## src/rtl/act_mem_write_packer.sv

```systemverilog
// Packs a serial or N-wide activation stream into N-lane words and writes them to
// consecutive word addresses of the activation memory, starting at a latched base.
module act_mem_write_packer #(
    parameter int N_DIM_ARRAY     = 8,
    parameter int N_DIM_ARRAY_LOG = 3,
    parameter int ACT_DATA_WIDTH  = 8,
    parameter int ADDR_W          = 12,
    parameter int CNT_W           = 16
) (
    input  logic                                  clk,
    input  logic                                  reset,
    input  logic                                  start,
    input  logic                                  parallel_mode,
    input  logic [CNT_W-1:0]                      num_elements,
    input  logic [ADDR_W-1:0]                     base_addr,
    input  logic                                  in_valid,
    output logic                                  in_ready,
    input  logic [N_DIM_ARRAY*ACT_DATA_WIDTH-1:0] in_data,
    output logic                                  wr_en,
    output logic [ADDR_W-1:0]                     wr_addr_input,
    output logic [N_DIM_ARRAY*ACT_DATA_WIDTH-1:0] wr_input_word,
    output logic                                  busy,
    output logic                                  done
);

    localparam int WORD_W = N_DIM_ARRAY * ACT_DATA_WIDTH;
    localparam logic [N_DIM_ARRAY_LOG-1:0] LAST_LANE = N_DIM_ARRAY_LOG'(N_DIM_ARRAY - 1);

    typedef enum logic [1:0] {IDLE, PACK, FLUSH, DONE} state_t;

    state_t                     state, state_nxt;
    logic [N_DIM_ARRAY_LOG-1:0] lane_idx;
    logic [CNT_W-1:0]           elem_cnt;
    logic [CNT_W-1:0]           num_lat;
    logic [ADDR_W-1:0]          word_idx;
    logic [ADDR_W-1:0]          base_lat;
    logic                       par_lat;
    logic [WORD_W-1:0]          pack_reg;

    logic                       beat;
    logic [CNT_W-1:0]           remaining;
    logic                       last_beat;
    logic [WORD_W-1:0]          serial_word;
    logic [WORD_W-1:0]          par_word;

    assign in_ready  = (state == PACK);
    assign busy      = (state != IDLE);
    assign beat      = in_valid & in_ready;
    assign remaining = num_lat - elem_cnt;
    assign last_beat = par_lat ? (remaining <= CNT_W'(N_DIM_ARRAY)) : (remaining == CNT_W'(1));

    // Serial word: current partial word with the incoming element dropped into its lane.
    always_comb begin
        serial_word = pack_reg;
        serial_word[lane_idx*ACT_DATA_WIDTH +: ACT_DATA_WIDTH] = in_data[ACT_DATA_WIDTH-1:0];
    end

    // Parallel word: lanes beyond the elements still owed by the job are zeroed.
    always_comb begin
        par_word = '0;
        for (int k = 0; k < N_DIM_ARRAY; k++) begin
            if (CNT_W'(k) < remaining)
                par_word[k*ACT_DATA_WIDTH +: ACT_DATA_WIDTH] = in_data[k*ACT_DATA_WIDTH +: ACT_DATA_WIDTH];
        end
    end

    always_comb begin
        state_nxt = state;
        case (state)
            IDLE:  if (start) state_nxt = (num_elements == '0) ? DONE : PACK;
            PACK:  if (beat && last_beat)
                       state_nxt = (par_lat || lane_idx == LAST_LANE) ? DONE : FLUSH;
            FLUSH: state_nxt = DONE;
            DONE:  state_nxt = IDLE;
            default: state_nxt = IDLE;
        endcase
    end

    always_ff @(posedge clk or negedge reset) begin
        if (!reset) begin
            state         <= IDLE;
            lane_idx      <= '0;
            elem_cnt      <= '0;
            num_lat       <= '0;
            word_idx      <= '0;
            base_lat      <= '0;
            par_lat       <= 1'b0;
            pack_reg      <= '0;
            wr_en         <= 1'b0;
            wr_addr_input <= '0;
            wr_input_word <= '0;
            done          <= 1'b0;
        end else begin
            state <= state_nxt;
            wr_en <= 1'b0;
            // done trails the DONE state by one cycle so it follows the final write.
            done  <= (state == DONE);
            case (state)
                IDLE: if (start) begin
                    par_lat  <= parallel_mode;
                    num_lat  <= num_elements;
                    base_lat <= base_addr;
                    lane_idx <= '0;
                    elem_cnt <= '0;
                    word_idx <= '0;
                    pack_reg <= '0;
                end
                PACK: if (beat) begin
                    if (par_lat) begin
                        wr_en         <= 1'b1;
                        wr_input_word <= par_word;
                        wr_addr_input <= base_lat + word_idx;
                        word_idx      <= word_idx + ADDR_W'(1);
                        elem_cnt      <= last_beat ? num_lat : elem_cnt + CNT_W'(N_DIM_ARRAY);
                    end else begin
                        elem_cnt <= elem_cnt + CNT_W'(1);
                        lane_idx <= lane_idx + N_DIM_ARRAY_LOG'(1);
                        if (lane_idx == LAST_LANE) begin
                            wr_en         <= 1'b1;
                            wr_input_word <= serial_word;
                            wr_addr_input <= base_lat + word_idx;
                            word_idx      <= word_idx + ADDR_W'(1);
                            pack_reg      <= '0;
                        end else begin
                            pack_reg <= serial_word;
                        end
                    end
                end
                FLUSH: begin
                    wr_en         <= 1'b1;
                    wr_input_word <= pack_reg;
                    wr_addr_input <= base_lat + word_idx;
                    word_idx      <= word_idx + ADDR_W'(1);
                    pack_reg      <= '0;
                end
                default: ;
            endcase
        end
    end

endmodule

```

## config.mk

```make
export PLATFORM = sky130hd
export DESIGN_NAME = act_mem_write_packer
export DESIGN_NICKNAME = d
export VERILOG_FILES = /design/src/rtl/act_mem_write_packer.sv
export SDC_FILE = /design/constraint.sdc
export NUM_CORES = 1
export LEC_CHECK = 0
export ABC_AREA = 0
export CAP_MARGIN = 20
export CORE_ASPECT_RATIO = 1.5
export CORE_MARGIN = 1
export CORE_UTILIZATION = 40
export CTS_CLUSTER_SIZE = 20
export DETAILED_ROUTE_END_ITERATION = 8
export GPL_TIMING_DRIVEN = 1
export SYNTH_ARGS = -nofsm -noshare
export SYNTH_HDL_FRONTEND = slang
export SYNTH_SLANG_ARGS = --single-unit
```

## constraint.sdc

```tcl
create_clock -name clk -period 6.8 [get_ports clk]
set_input_delay 1.7 -clock clk [delete_from_list [all_inputs] [get_ports clk]]
set_output_delay 1.7 -clock clk [all_outputs]
set_load 0.03 [all_outputs]
```

-- Yosys cells after proc, flatten, opt, wreduce, memory -nomap -nowiden
Cells that the tools add are included.
- bits in registers: 204
- bits in latches: 0
- memory bits (writable): 0
- ROM bits: 0
- bits of input ports: 97
- output and inout port bits: 80
- logic and storage cells: 102
- memories kept: 0
- add/subtract/negate cells: 7
- multipliers: 0
- div/mod/pow operators: 0
- $lt $le $gt $ge: 9
- eq/ne operators: 10
- shift-type cells: 2
- muxes and demuxes: 46
- bitwise gates (word level): 1
- reductions and logical operators: 15
- operator list (operator ; number):
    2-to-1 mux 64 bit ; 7
    one-hot mux 64 bit (3 select lines) ; 1
    one-hot mux 64 bit (2 select lines) ; 1
    2-to-1 mux 12 bit ; 7
    bitwise mux 64 bit ; 1
    less-than comparator 3 x 16 -> 1 bit (first input constant) ; 4
    2-to-1 mux 16 bit ; 4
    2-to-1 mux 8 bit ; 8
    variable shift 8 x 34 -> 64 bit (first input constant) ; 1
    variable part select 8 x 34 -> 64 bit ; 1
    one-hot mux 12 bit (3 select lines) ; 1
    negation 6 -> 34 bit ; 1
    less-than comparator 1 x 16 -> 1 bit (first input constant) ; 2
    less-than comparator 2 x 16 -> 1 bit (first input constant) ; 2
    one-hot mux 16 bit (2 select lines) ; 1
    one-hot mux 12 bit (2 select lines) ; 1
    adder 16 x 1 -> 16 bit (second input constant) ; 1
    adder 16 x 4 -> 16 bit (second input constant) ; 1
    equality test 16 x 1 -> 1 bit (second input constant) ; 1
    less-or-equal comparator 16 x 4 -> 1 bit (second input constant) ; 1
    zero test 16 bit ; 1
    subtractor 16 bit ; 1
    adder 12 x 1 -> 12 bit (second input constant) ; 1
    adder 12 bit ; 1
    22 further kinds ; 39

-- Logic depth before layout (Yosys ltp)
Gate-level depths: netlist (run 1).
- depth after elaboration: 7
- depth in mapped cells: 15
- gate-level depth less buffers: 13

-- Worst setup path after synthesis (run 1)
Ideal clock, no wire load.
- kind: register to register
- start: reg elem_cnt[2]
- end: reg wr_input_word[10]
- setup time: 0.126 ns
- arrival time: 3.319 ns
- required time: 6.674 ns
- slack: 3.355 ns
- cell stages (with the launch flop): 14
- path buffers: 2
- clock period less this slack: 3.445 ns
- cell sequence: dfrtp_1 > clkbuf_1 > inv_1 > ha_1 > buf_6 > a211oi_2 > o21ai_1 > and3_1 > o32a_1 > or3_4 > nor3_4 > nand2_4 > o311a_4 > a221o_1
- longest elaborated chain between the ends: 6
- ends and longest elaborated chain (what ; RTL line ; source):
    start, declared ; 33 ; logic [CNT_W-1:0] elem_cnt;
    start signal, assigned ; 114 ; elem_cnt <= last_beat ? num_lat : elem_cnt + CNT_W'(N_DIM_ARRAY);
    start signal, assigned ; 116 ; elem_cnt <= elem_cnt + CNT_W'(1);
    subtractor 16 bit ; 49 ; assign remaining = num_lat - elem_cnt;
    less-than comparator 1 x 16 -> 1 bit ; 62 ; if (CNT_W'(k) < remaining)
    2-to-1 mux 8 bit ; 62 ;
    2-to-1 mux 64 bit ; 109 ; if (par_lat) begin
    2-to-1 mux 64 bit ; 108 ; PACK: if (beat) begin
    one-hot mux 64 bit (2 select lines) ; 98 ; case (state)
    end signal, assigned ; 111 ; wr_input_word <= par_word;
    end signal, assigned ; 120 ; wr_input_word <= serial_word;
    end signal, assigned ; 131 ; wr_input_word <= pack_reg;
    end, declared ; 21 ; output logic [N_DIM_ARRAY*ACT_DATA_WIDTH-1:0] wr_input_word,
No other way between the ends. The select of a mux whose other input is x is not followed.
A chain may end at the register's enable or synchronous reset.

-- Final worst setup path (run 1)
- start: reg elem_cnt[2]
- end: reg wr_input_word[8]
Same word-level chain as after synthesis.

==> results of run 1 <==
[synthesized netlist by cell type (all sizes together) (20+ instances only)]
cell type / instances / area (µm²)
a21oi: 117 / 586
a221o: 24 / 240
a31oi: 23 / 144
a32oi: 24 / 210
clkbuf: 67 / 251
dfrtp: 204 / 5100
ha: 41 / 513
inv: 46 / 173
mux2: 29 / 327
mux2i: 20 / 200
nand2: 142 / 543
nand3: 24 / 120
nand3b: 32 / 240
nor2: 147 / 552
o21ai: 149 / 746
[worst max-delay path by stage]
stage	start	cells after the start	endpoint	slack, ns
after global routing	num_lat[0]	13	elem_cnt[3]	2.32
after CTS	elem_cnt[2]	11	wr_input_word[8]	2.61
after global placement	in_valid	8	wr_input_word[6]	2.25
after detailed placement	in_valid	8	wr_input_word[6]	2.23
final	elem_cnt[2]	11	wr_input_word[8]	2.54
after floorplan	elem_cnt[2]	13	wr_input_word[10]	3.36
[power breakdown]
group          switching (W)  internal [W]  leakage, nW
Sequential          0.000296       0.00154         2.73
Clock               0.000516      0.000735        0.361
Combinational        0.00192       0.00125         3.22
Total                0.00273       0.00353         6.32
[cell families (layout without fill, tap and decap cells)]
| family | count (synthesis) | in the layout | share of synthesized area (%) |
|---|---|---|---|
| AO/OA/AOI/OAI | 467 | 467 | 25.2 |
| XOR/XNOR | 32 | 32 | 2.34 |
| adder cells (fa/ha/maj) | 43 | 43 | 4.61 |
| buffers and inverters | 131 | 272 | 4.29 |
| flip-flops | 204 | 204 | 42.5 |
| multiplexers | 49 | 49 | 4.39 |
| other | 0 | 1 | 0 |
| AND/OR/NAND/NOR | 429 | 429 | 16.6 |
[critical path, delay by kind of cell, from the launching register on]
family	cells	cell delay [ns]
buffers and inverters	1	0.09
adder cells (fa/ha/maj)	1	0.40
flip-flops	1	0.53
AO/OA/AOI/OAI	7	2.30
AND/OR/NAND/NOR	2	0.80
[stage by stage]
step,util [%],hold slack (ns),power (W)
5_1_grt,50.1,0.501,0.00669
6_report,50.1,0.479,0.00626
2_1_floorplan,-,0.472,0.00401
4_1_cts,50.1,0.484,0.00629
3_5_place_dp,47.6,0.470,0.00501
3_3_place_gp,47.6,0.464,0.00498
[per-layer routing]
layer / GRT usage, % / part of all wire [%] / up-vias
li1: - / - / 5220
met1: 31.0 / 43 / 5292
met2: 40.5 / 50 / 319
met3: 2.37 / 5.1 / 51
met4: 7.45 / 2.1 / 0
met5: 0 / 0 / -
[area by class of cell]
| type | instances | area (µm²) | share of cell area (%) |
|---|---|---|---|
| flip-flops and latches | 204 | 5110 | 34.6 |
| clock inverters | 6 | 91.3 | 0.618 |
| inverters | 48 | 180 | 1.22 |
| clock buffers | 30 | 642 | 4.34 |
| well taps | 395 | 494 | 3.34 |
| repair buffers | 188 | 1870 | 12.6 |
| diodes | 1 | 2.50 | 0.0169 |
| multi-input cells | 1020 | 6390 | 43.3 |
==> out/summary.txt, run 1 <==
Top_reg_cell synth = dfrtp_1
Post-synth cell types = 72
Hold crit path type = flip-flop to flip-flop
Core area = 29500 µm²
MaxCap Viol Count = 0
Leakage = 6.32 nW
Longest Clk Path Bufs = 3
Fill cell count = 2895
Cell chain of the critical path = inv_1, ha_1, o21a_1, o21a_1, o41a_1, a221oi_1, o2111a_1, and4_1, nand2_4, o311a_4, a221o_1
Die height = 214 µm
Syn Std Cell Area = 12000 µm²
Finished Cell Area = 14800 µm²
Starting Density = 40.7%
Worst reg2reg path depth = 11
Worst IR Drop VDD = 0.260 mV
Die Wd = 143 µm
Post-CTS Setup Bufs = 0
Drt total wl = 36100 µm
Critical Path Start Type = flip-flop
Post-route insts no fill = 1892
Initial DRC Count = 850
Setup-failing EPs final = 0
Syn_area_per_cell = 8.86 µm²
Min-delay src = wr_addr_input[1]
Hold worst-path end = wr_addr_input[1]
Full die area = 30700 µm²
Detail Route Antenna Nets = 0
Num Clock Sinks = 204
Largest net degree at the start of global routing = 106
Num ports = 177
Placed instance count = 1854
First-pass GRT wire length = 57600 µm
Placed instance area = 14000 µm²
Hold-fix buffers, CTS = 0
Initial antenna violation count = 1
Max incr delay on CP = 0.53 ns
Status = finished, final reports clean
WP data required = 7.21 ns
Detailed Place HPWL = 24600 µm
CP max stage cell = dfrtp_1
WL/cell = 19.1 µm
Std cell rows = 77
Drt first pass iters = 5
Tmin final = 4.26 ns
Final Hold Vio Count = 0
Via count = 10882
PostCTS Resize Cnt = 0
RSZ-0062 raised after global routing = false
FFs w/ async S/R, synth = 100%
Layout cells sized above 1 = 6.28%
I/O Buffers = 176
Commonest non-fill, non-tap cells in the layout = dfrtp_1 (203), clkdlybuf4s50_1 (175), nor2_1 (147), o21ai_0 (140), nand2_1 (139)
Worst skew pair latency = 0.53 ns
Clock skew = 0.0105 ns
Fmax = 235 MHz
CP most frequent cell = o21a_1
Vias in the first global route = 10586
CP max FO = 26
EDFF count, synth = 0
Yosys reg bits = 204
Residual DRC = 0
Worst slew pin tran = 1.06 ns
Hold Crit Depth = 2
TritonCTS Buffers = 23
Mapped Cells = 1355
Routability cong. = 0.859
Yosys warns = 0
Worst EP arrival = 4.67 ns
Clock root cell = clkbuf_16
Synth-to-Final Area Change = 23.1%
Setup slack at placement = 2.23 ns
Crit end category = flip-flop
Fin Setup TNS = 0 ns
Worst slew margin = 29.3%
Max-slew violation count = 0
CP Class = flip-flop to flip-flop
Commonest non-fill, non-tap cell in the layout = dfrtp_1
Syn nets = 1495
Vias per std cell = 5.75
Clk slew on worst S/H paths = 0.06 ns
Post-synthesis sequential area ratio = 42.5%
FF-to-FF Start = elem_cnt[2]
Pwr dens = 424 nW/µm²
Grt total ovfl = 0
RR Endpoint = wr_input_word[8]
Final critical-path share of the clock period = 62.6%
Flop-to-flop setup slack = 2.54 ns
TritonCTS clock tree = built
Final #Nets = 1625
H-Tree Depth = 1
GRT Util Overall = 23.7%
Worst setup margin = 2.54 ns
(Power assumes the default switching activity.)
==> run 2: changes to the inputs <==
- clock period: 6.8 -> 4.43 ns (I/O delays scaled with it)
==> run 2 against run 1 <==
Sequential power increased by 51%. Clock-buffer cell count decreased by 2. Non-clock buffer count increased by 9. Hold slack got worse by 0.0084 ns. Global-route usage increased by 0.26 points. Cell area increased by 0.87%. Critical path type unchanged. Largest power group unchanged.
==> out/summary.txt, run 2 (synthesis results as in run 1) <==
Via count = 10942 (+0.55%)
Clock root cell = clkbuf_16
Worst IR Drop VDD = 0.328 mV (+26%)
Num ports = 177 (unchanged)
Hold Crit Depth = 2 (unchanged)
Crit end category = flip-flop
Longest Clk Path Bufs = 3 (unchanged)
Tmin final = 3.98 ns (-0.276 ns)
Commonest non-fill, non-tap cells in the layout = dfrtp_1 (203), clkdlybuf4s50_1 (175), nor2_1 (147), o21ai_0 (140), nand2_1 (139)
Status = finished, final reports clean
Hold worst-path end = wr_addr_input[0]
Vias in the first global route = 10905 (+3.0%)
Ant. Diodes = 0 (-1)
GRT Util Overall = 23.9% (+0.26 points)
RR Endpoint = elem_cnt[3]
Clock skew = 0.0249 ns (+0.0145 ns)
Core area = 29500 µm² (unchanged)
I/O Buffers = 176 (unchanged)
Drt total wl = 36500 µm (+1.1%)
Worst slew pin tran = 1.07 ns (+0.0144 ns)
Leakage = 6.38 nW (+0.97%)
PostCTS Resize Cnt = 0 (unchanged)
Sequential share of power = 28.2% (-1.2 points)
Placed instance area = 14100 µm² (+0.54%)
Std cell rows = 77 (unchanged)
Final critical-path share of the clock period = 89.9% (+27 points)
Final Hold Vio Count = 0 (unchanged)
Pwr dens = 660 nW/µm² (+56%)
Worst EP arrival = 4.39 ns (-0.28 ns)
Worst slew margin = 28.3% (-1.0 points)
First-pass GRT wire length = 58200 µm (+1.2%)
TritonCTS Buffers = 23 (unchanged)
Final #Nets = 1634 (+0.55%)
TritonCTS clock tree = built
H-Tree Depth = 1 (unchanged)
Fin Setup TNS = 0 ns (unchanged)
Grt total ovfl = 0 (unchanged)
Full die area = 30700 µm² (unchanged)
FF-to-FF Start = elem_cnt[0]
Num Clock Sinks = 204 (unchanged)
Die height = 214 µm (unchanged)
WL/cell = 19.2 µm (+0.37%)
RSZ-0062 raised after global routing = false
Largest net degree at the start of global routing = 79 (-25%)
Die Wd = 143 µm (unchanged)
Min-delay src = wr_addr_input[0]
Flop-to-flop setup slack = 0.45 ns (-2.09 ns)
P_sw = 0.00430 W (+58%)
Clk slew on worst S/H paths = 0.06 ns (about the same)
Commonest non-fill, non-tap cell in the layout = dfrtp_1
CP Class = flip-flop to flip-flop
Initial DRC Count = 754 (-11%)
Post-CTS Setup Bufs = 0 (unchanged)
Setup-failing EPs final = 0 (unchanged)
WP data required = 4.84 ns (-2.37 ns)
Detail Route Antenna Nets = 0 (unchanged)
Hold crit path type = flip-flop to flip-flop
Worst skew pair latency = 0.54 ns (about the same)
Hold WS = 0.470 ns (-0.00842 ns)
Hold-fix buffers, CTS = 0 (unchanged)
MaxCap Viol Count = 0 (unchanged)
Synth-to-Final Area Change = 24.2%
CP max FO = 18 (-31%)
Fmax = 251 MHz (+6.9%)
Drt first pass iters = 5 (unchanged)
Comb pwr share = 51.1% (+0.5 points)
Vias per std cell = 5.74 (-0.13%)
Worst reg2reg path depth = 12 (+1)
Final core occ = 50.6% (+0.44 points)
Layout cells sized above 1 = 7.15% (+0.87 points)
Critical Path Start Type = flip-flop
Setup slack at placement = 0.472 ns (-1.76 ns)
Initial antenna violation count = 0 (-1)
Switching share of power = 43.7% (+0.10 points)
Int Power = 0.00554 W (+57%)
Starting Density = 40.7% (unchanged)
Detailed Place HPWL = 25300 µm (+3.1%)
Clock network fraction of total power = 20.8% (+0.8 points)
Worst setup margin = 0.447 ns (-2.09 ns)
Finished Cell Area = 14900 µm² (+0.87%)
Routability cong. = 0.857 (-0.16%)
Max-slew violation count = 0 (unchanged)
Residual DRC = 0 (unchanged)
[run 2: cell types whose count changed in the layout (fill, tap and decap cells not counted), sizes merged]
cell	change
buf	+9
clkinvlp	+4
bufinv	+2
clkbuf	-2
clkinv	+1
diode	-1
[run 2: final cells by class]
class                      count  area [µm²]
clock buffer                  28         614
clock inverter                13         183
fill                        2855       14600
inverter                      48         180
multi-input combinational   1020        6390
sequential                   204        5110
tap                          395         494
timing repair buffer         197        1940
[run 2: critical path, cell delays in order, from the launching register on]
cell,delay (ns)
dfrtp_1,0.43
ha_1,0.20
inv_1,0.06
fa_1,0.45
a211oi_2,0.32
o21ai_1,0.19
and3_1,0.20
o32a_1,0.28
or3_4,0.41
a211oi_1,0.38
nand2_2,0.40
or3_1,0.46
o311ai_0,0.10
[run 2: power by group through the flow]
stage                     clock network [W]  registers (W)  logic (W)
after floorplan                           0        0.00321    0.00295
after global placement                    0        0.00280    0.00495
after detailed placement                  0        0.00280    0.00500
after CTS                           0.00210        0.00277    0.00503
after global routing                0.00217        0.00284    0.00551
final                               0.00204        0.00277    0.00503
[run 2: how the worst max path moves through the flow]
stage,slack (ns),from,cells past startpoint,end
final,0.45,elem_cnt[0],12,elem_cnt[3]
after global routing,0.15,elem_cnt[0],12,elem_cnt[3]
after CTS,0.46,elem_cnt[0],12,elem_cnt[3]
after global placement,0.57,num_lat[0],13,elem_cnt[3]
after floorplan,0.99,elem_cnt[2],13,wr_input_word[10]
after detailed placement,0.47,num_lat[0],13,elem_cnt[3]
[run 2: routing by layer]
layer / track usage (%) / vias up / wire (µm) / share of wire (%)
met3: 2.70 / 68 / 1860 / 5.1
met4: 8.90 / 0 / 1050 / 2.9
met1: 30.5 / 5303 / 15400 / 42
met5: 0 / - / 0 / 0
li1: - / 5235 / - / -
met2: 41.0 / 336 / 18200 / 50
[run 2: per-stage QoR]
| step | cells | power [W] |
|---|---|---|
| global placement | 1864 | 0.00774 |
| detailed placement | 1864 | 0.00780 |
| floorplan | 1355 | 0.00616 |
| CTS | 1905 | 0.00990 |
| global route | 1905 | 0.0105 |
| finish | 1905 | 0.00984 |
==> run 3: changes to the inputs <==
- CTS_BUF_LIST: default -> sky130_fd_sc_hd__clkbuf_16
==> run 3 against run 2 <==
Maximum frequency is 0.12% higher. Cell count is the same. Clock skew is 0.00069 ns higher. Largest cell class unchanged.
==> out/summary.txt, run 3 (synthesis results as in run 1) <==
Core area = 29500 µm² (unchanged)
Vias in the first global route = 10918 (+0.12%)
Commonest non-fill, non-tap cell in the layout = dfrtp_1
Grt total ovfl = 0 (unchanged)
Status = finished, final reports clean
Worst skew pair latency = 0.54 ns (about the same)
Num Clock Sinks = 204 (unchanged)
Clock root cell = clkbuf_16
Synth-to-Final Area Change = 24.0%
Detail Route Antenna Nets = 0 (unchanged)
RSZ-0062 raised after global routing = false
Num ports = 177 (unchanged)
GRT Util Overall = 23.9% (unchanged)
Vias per std cell = 5.74 (-0.15%)
Largest net degree at the start of global routing = 79 (unchanged)
Setup slack at placement = 0.472 ns (unchanged)
Max-slew violation count = 0 (unchanged)
Worst slew pin tran = 1.09 ns (+0.0194 ns)
Final #Nets = 1634 (unchanged)
TritonCTS clock tree = built
Crit end category = flip-flop
Die Wd = 143 µm (unchanged)
PostCTS Resize Cnt = 0 (unchanged)
Critical Path Start Type = flip-flop
Fmax = 251 MHz (+0.12%)
Worst slew margin = 27.0% (-1.3 points)
Initial antenna violation count = 0 (unchanged)
Multi-input logic area = 6390 µm² (unchanged)
WP data required = 4.84 ns (about the same)
Leakage = 6.38 nW (about the same)
WL/cell = 19.1 µm (-0.15%)
Worst EP arrival = 4.38 ns (about the same)
Std cell rows = 77 (unchanged)
Clk slew on worst S/H paths = 0.06 ns (about the same)
CP Class = flip-flop to flip-flop
Routability cong. = 0.857 (unchanged)
Total power = 0.00980 W (-0.40%)
Fin Setup TNS = 0 ns (unchanged)
TritonCTS Buffers = 23 (unchanged)
H-Tree Depth = 1 (unchanged)
Ant. Diodes = 0 (unchanged)
Cell chain of the critical path = ha_1, inv_1, fa_1, a211oi_2, o21ai_1, and3_1, o32a_1, or3_4, a211oi_1, nand2_2, or3_1, o311ai_0
Register area = 5110 µm² (unchanged)
Clock skew = 0.0256 ns (+0.000688 ns)
Starting Density = 40.7% (unchanged)
Detailed Place HPWL = 25300 µm (unchanged)
Post-CTS Setup Bufs = 0 (unchanged)
Hold-fix buffers, CTS = 0 (unchanged)
Worst setup margin = 0.452 ns (+0.00472 ns)
Final critical-path share of the clock period = 89.8% (-0.11 points)
Max incr delay on CP = 0.45 ns (about the same)
Worst IR Drop VDD = 0.328 mV (about the same)
Hold crit path type = flip-flop to flip-flop
Drt first pass iters = 5 (unchanged)
Fill cell count = 2859 (+0.14%)
Longest Clk Path Bufs = 3 (unchanged)
MaxCap Viol Count = 0 (unchanged)
Setup-failing EPs final = 0 (unchanged)
Commonest non-fill, non-tap cells in the layout = dfrtp_1 (203), clkdlybuf4s50_1 (175), nor2_1 (147), o21ai_0 (140), nand2_1 (139)
Final Hold Vio Count = 0 (unchanged)
Full die area = 30700 µm² (unchanged)
Initial DRC Count = 736 (-2.4%)
Layout cells sized above 1 = 7.02% (-0.13 points)
Residual DRC = 0 (unchanged)
Die height = 214 µm (unchanged)
CP max stage cell = fa_1
Pwr dens = 659 nW/µm² (-0.26%)
I/O Buffers = 176 (unchanged)
CP max FO = 18 (unchanged)
Drt total wl = 36400 µm (-0.15%)
Via count = 10926 (-0.15%)
First-pass GRT wire length = 58200 µm (about the same)
Tmin final = 3.98 ns (-0.00472 ns)
==> run 3: through the flow <==
step	cell area (µm²)	util, %	instances	hold slack, ns
floorplan	12000	-	1355	0.472
global placement	14100	47.9	1864	0.462
detailed placement	14100	47.9	1864	0.463
CTS	14900	50.5	1905	0.478
global route	14900	50.5	1905	0.505
finish	14900	50.5	1905	0.470
==> run 3: path summary, 6_finish.rpt <==
| kind | startpoint | endpoint | slack [ns] | cells past startpoint |
|---|---|---|---|---|
| hold reg to reg | wr_addr_input[0] | wr_addr_input[0] | 0.47 | 2 |
| setup reg to reg | elem_cnt[0] | elem_cnt[3] | 0.45 | 12 |
| max in group asynchronous | reset | num_lat[2] | 2.90 | 2 |
| hold / removal | wr_addr_input[0] | wr_addr_input[0] | 0.47 | 2 |
| setup / recovery | elem_cnt[0] | elem_cnt[3] | 0.45 | 12 |
| min in group asynchronous | reset | wr_input_word[46] | 0.62 | 1 |
==> run 3: layout make-up <==
type	count	area share [%]
Clock inverter	18	1.35
Timing Repair Buffer	197	13.0
Clock buffer	23	3.87
Inverter	48	1.21
Multi-Input combinational cell	1020	42.9
Tap cell	395	3.32
Sequential cell	204	34.3
==> run 3: worst max-delay path, delay by kind of cell, from the launching register on <==
kind | cells | cell delay, ns
and+or+nand+nor | 4 | 1.46
buffers and inverters | 1 | 0.06
DFF | 1 | 0.42
AOI/OAI and AO/OA | 5 | 1.27
adders and majority gates | 2 | 0.65
==> run 3: where the power goes <==
group	switching, W	internal (W)
Clock	0.000821	0.00118
Combinational	0.00308	0.00194
Sequential	0.000402	0.00237
==> run 3: per-layer routing <==
| metal | global-route usage [%] | routed length, µm | part of all wire, % | vias up |
|---|---|---|---|---|
| li1 | - | - | - | 5233 |
| met1 | 30.5 | 15500 | 43 | 5301 |
| met4 | 8.90 | 996 | 2.7 | 0 |
| met3 | 2.70 | 1800 | 4.9 | 57 |
| met2 | 41.0 | 18100 | 50 | 335 |
| met5 | 0 | 0 | 0 | - |
